--- src/rtl/score_tracker.sv ---
// score_tracker
// Score engine that runs the IDLE/PLAY/DONE play session. It adds points
// for hit events using a combo multiplier that stays elevated within a
// window of cycles after each hit, and it counts down lives on misses.
//
// Ports:
//   clk           system clock, all state on rising edge
//   rst_n         asynchronous active-low reset
//   start         one-cycle pulse, begins a new game from IDLE or DONE
//   hit           one-cycle pulse, point-scoring event
//   miss          one-cycle pulse, lose one life
//   current_score registered running score (saturating)
//   combo         current multiplier, 1..COMBO_MAX
//   lives_left    remaining lives
//   playing       high while in PLAY
//   game_over     one-cycle pulse on entry to DONE
module score_tracker #(
    parameter int SCORE_W      = 8,
    parameter int LIVES        = 3,
    parameter int COMBO_MAX    = 4,
    parameter int COMBO_WINDOW = 16
) (
    input  logic               clk,
    input  logic               rst_n,
    input  logic               start,
    input  logic               hit,
    input  logic               miss,
    output logic [SCORE_W-1:0] current_score,
    output logic [2:0]         combo,
    output logic [1:0]         lives_left,
    output logic               playing,
    output logic               game_over
);

    localparam int TW = $clog2(COMBO_WINDOW + 1);

    typedef enum logic [1:0] {
        IDLE = 2'd0,
        PLAY = 2'd1,
        DONE = 2'd2
    } state_t;

    state_t             state, state_n;
    logic [SCORE_W-1:0] score_n;
    logic [2:0]         combo_n;
    logic [1:0]         lives_n;
    logic [TW-1:0]      timer, timer_n;
    logic               playing_n;
    logic               game_over_n;
    logic [SCORE_W:0]   sum;

    // One extra bit catches overflow so the score clamps instead of wrapping.
    assign sum = {1'b0, current_score} + (SCORE_W + 1)'(combo);

    always_ff @(posedge clk or negedge rst_n) begin
        if (!rst_n) begin
            state         <= IDLE;
            current_score <= '0;
            combo         <= 3'd1;
            lives_left    <= 2'(LIVES);
            timer         <= '0;
            playing       <= 1'b0;
            game_over     <= 1'b0;
        end else begin
            state         <= state_n;
            current_score <= score_n;
            combo         <= combo_n;
            lives_left    <= lives_n;
            timer         <= timer_n;
            playing       <= playing_n;
            game_over     <= game_over_n;
        end
    end

    always_comb begin
        state_n     = state;
        score_n     = current_score;
        combo_n     = combo;
        lives_n     = lives_left;
        timer_n     = timer;
        playing_n   = playing;
        game_over_n = 1'b0;

        case (state)
            IDLE, DONE: begin
                if (start) begin
                    state_n   = PLAY;
                    score_n   = '0;
                    combo_n   = 3'd1;
                    lives_n   = 2'(LIVES);
                    timer_n   = '0;
                    playing_n = 1'b1;
                end
            end
            PLAY: begin
                if (miss) begin
                    // A miss discards any simultaneous hit.
                    combo_n = 3'd1;
                    timer_n = '0;
                    if (lives_left <= 2'd1) begin
                        lives_n     = 2'd0;
                        state_n     = DONE;
                        playing_n   = 1'b0;
                        game_over_n = 1'b1;
                    end else begin
                        lives_n = lives_left - 2'd1;
                    end
                end else if (hit) begin
                    // A hit on the expiry edge wins: it reloads the window
                    // and scores with the still-elevated combo.
                    score_n = sum[SCORE_W] ? '1 : sum[SCORE_W-1:0];
                    combo_n = (combo >= 3'(COMBO_MAX)) ? 3'(COMBO_MAX) : combo + 3'd1;
                    timer_n = TW'(COMBO_WINDOW);
                end else if (timer != '0) begin
                    timer_n = timer - 1'b1;
                    if (timer == TW'(1)) begin
                        combo_n = 3'd1;
                    end
                end
            end
            default: begin
                state_n = IDLE;
            end
        endcase
    end

endmodule

--- config.mk ---
export PLATFORM = sky130hd
export DESIGN_NAME = score_tracker
export DESIGN_NICKNAME = d
export VERILOG_FILES = /design/src/rtl/score_tracker.sv
export SDC_FILE = /design/constraint.sdc
export NUM_CORES = 1
export LEC_CHECK = 0
export BUFFER_PORTS_ARGS = -buffer_cell sky130_fd_sc_hd__buf_2
export CAP_MARGIN = 10
export CORE_MARGIN = 5
export CORE_UTILIZATION = 53
export CTS_CLUSTER_SIZE = 28
export DETAILED_ROUTE_END_ITERATION = 16
export PLACE_DENSITY_LB_ADDON = 0.15
export SYNTH_ARGS = -nofsm -noshare
export SYNTH_HDL_FRONTEND = slang
export SYNTH_SLANG_ARGS = --single-unit
export TNS_END_PERCENT = 30
--- constraint.sdc ---
create_clock -name clk -period 3.63 [get_ports clk]
set_input_delay 0.726 -clock clk [delete_from_list [all_inputs] [get_ports clk]]
set_output_delay 0.726 -clock clk [all_outputs]
set_load 0.02 [all_outputs]
==> metrics.txt <==
Ant. Diodes 0; final std cells w/o fill between 150 and 200; worst-path cell with the longest stage delay dfstp_2; CTS sink cnt 22; post-synth top area share 40.8%; Synth Warn # 0; Area Overhead vs Synth 13.8%; clock latency on the worst-skew pair 0.31 ns; mux share of post-synthesis cell area 0.858%; total power 1130 uW; Metal-1 WL roughly 1.1 mm; post-synthesis sequential area ratio between 40% and 50%; crit end category flip-flop; worst-margin pin slew a little under 0.5 ns; largest cells by area after synthesis dfrtp_1, ha_1, o21ai_0; slowest cell delay on critical path around 0.6 ns; top sig layer met4; R2R setup slack roughly 1.6 ns; Via-to-Cell Ratio about 5.7; row count 17; CTS clk-pin slew, worst paths 0.13 ns; Slew headroom roughly two thirds; Post-Syn Nets between 100 and 150; met3 wire len 122 um; TNS Setup 0 ns; crit-path max FO 6; drt total wl 2.44 mm; ANT nets after route 0; hold_buf cts 0; dominant cell type by area after synthesis dfrtp_1; initial DRC count 26; PortBufs 19; Synth Area in Compound Gates 20.0%; placed cell count roughly 160; Slew Limit Fails 0; minimum clock period 2.00 ns; Post-synth top cells dfrtp_1, o21ai_0, inv_1, nand2_1, ha_1; RSZ-0062 raised after global routing no; share of cells above drive strength 1 about a fifth; Lkg Pwr approximately 0.00064 uW; Final Core Density about three fifths; Post-synth top flop dfrtp_1; Die Y-Extent 56.9 um; pin count of the biggest net entering global routing 23; Worst setup startpoint combo[0]$_DFFE_PN1P_; Synth Register Bits 22; Max clock buf depth 2; Ports 20; CP cell instances ha_1 -> fa_1 -> a21o_1 -> nand4_1 -> and3_1 -> nor3_1; Avg Cell Area, Syn around 10 um^2; Fin. Hold Viols 0; number of global-route vias before repair 1,007; first-pass GRT wire length ~4.3 mm; Hold Path Class in -> async; Tcrit/Tclk final 55.0%; final HPWL from detailed placement 1.83 mm; Post-synth EDFFs 0; combinational family with the most area after synthesis compound AO/OA/AOI/OAI gates; RR Startpoint combo[0]$_DFFE_PN1P_; Async S/R FF share, synth between 90% and 100%; Worst Skew around 0.0053 ns; Worst Path Required between 3 and 4 ns; critical path type reg -> reg; Die Wd about 57 um; synthesized area roughly 0.0012 mm^2; post-cts sizing count 0; Post-Synth XOR/XNOR Area less than 1%; die area between 0.003 and 0.004 mm^2; most numerous cell in the Yosys netlist dfrtp_1; metal2 WL around 1.2 mm; Initial Utilization ~54%; GR Util All Layers 16.6%; Post-Synth Adder-Cell Area under 10%; GRT overflow 0; area share of and/or/nand/nor cells after synthesis about a fifth; Arr. time, crit path ~2.2 ns; initial antenna violation count 0; status completed; Achievable Freq 501 MHz; number of distinct library cells after synthesis 34; CTS tree done; number of setup buffers added after CTS 0; core area roughly 0.0021 mm^2; DR pass1 iterations 4; nets around 150; residual DRC count 0; Post-Synthesis Cells 117; Worst Reg-to-Reg Cells 6; Worst VDD drop approximately 0.53 mV; GP Congestion approximately 0.79; PD cells 850 mW/mm^2; H-tree Lvls 1; WL/cell between 10 and 15 um; CTS buffer count 3; CP Launch Type flip-flop; clock root cell clkbuf_4; routed via count approximately 960; Max-cap violations 0; Final setup viols 0
cell families after synthesis:
logic type / Yosys count
compound gates: 38
xor+xnor: 1
fa+ha+maj: 8
buf+inv: 9
flops: 22
mux: 1
simple gates: 38
cell type report:
type	count	area (um^2)
clock buffer	4	36.3
fill	190	821
inverter	8	30.0
tap	28	35.0
timing repair buffer	19	95.1
sequential	22	554
multi-input combinational	86	577
stage by stage:
step | worst slack (ns) | cell area, um^2 | hold WS, ns
after floorplan | 1.79 | 1170 | 0.430
after global placement | 1.63 | 1290 | 0.495
after detailed placement | 1.63 | 1290 | 0.501
after CTS | 1.64 | 1330 | 0.371
after global routing | 1.48 | 1330 | 0.380
final | 1.63 | 1330 | 0.362
routing by layer:
layer | up-vias | global-route usage (%)
li1 | 474 | -
met1 | 453 | 21.5
met2 | 28 | 26.4
met3 | 4 | 3.91
met4 | 0 | 6.95
met5 | - | 0
state kept, by name (all words and copies together), names as in the netlist:
register and count:
combo 3, current_score 8, game_over 1, lives_left 2
playing 1, state 2, timer 5
critical path, delay by kind of cell, from the launching register on:
| family | cells | cell delay (ns) |
|---|---|---|
| and+or+nand+nor | 3 | 0.68 |
| DFF | 1 | 0.60 |
| adders and majority gates | 2 | 0.43 |
| AOI/OAI and AO/OA | 1 | 0.21 |
final timing paths:
kind / to
worst max-delay path: current_score[3]$_DFFE_PN0P_
worst min-delay path: timer[2]$_DFFE_PN0P_
worst max register to register: current_score[3]$_DFFE_PN0P_
worst min register to register: playing$_DFFE_PN0P_
max in group asynchronous: combo[0]$_DFFE_PN1P_
min in group clk: playing$_DFFE_PN0P_
where the power goes:
part | switching [uW] | internal [uW]
registers | 98.6 | 343
logic | 336 | 214
clock network | 75.7 | 61.2
cell usage in the layout, fill, tap and decap left out, drive strengths merged, types with 2 or more instances in the layout:
master	Yosys	routed
clkbuf	0	4
nand2	8	8
nor2	5	5
a21oi	5	5
a311oi	3	3
and3	3	3
inv	8	8
o21ai	17	17
a21o	2	2
nand3	4	4
nor2b	3	3
nor3	3	3
buf	1	19
dfrtp	19	19
a31oi	6	6
ha	7	7
dfstp	3	3
nand2b	3	3
nor3b	3	3
or4b	2	2
(Power assumes the default switching activity.)
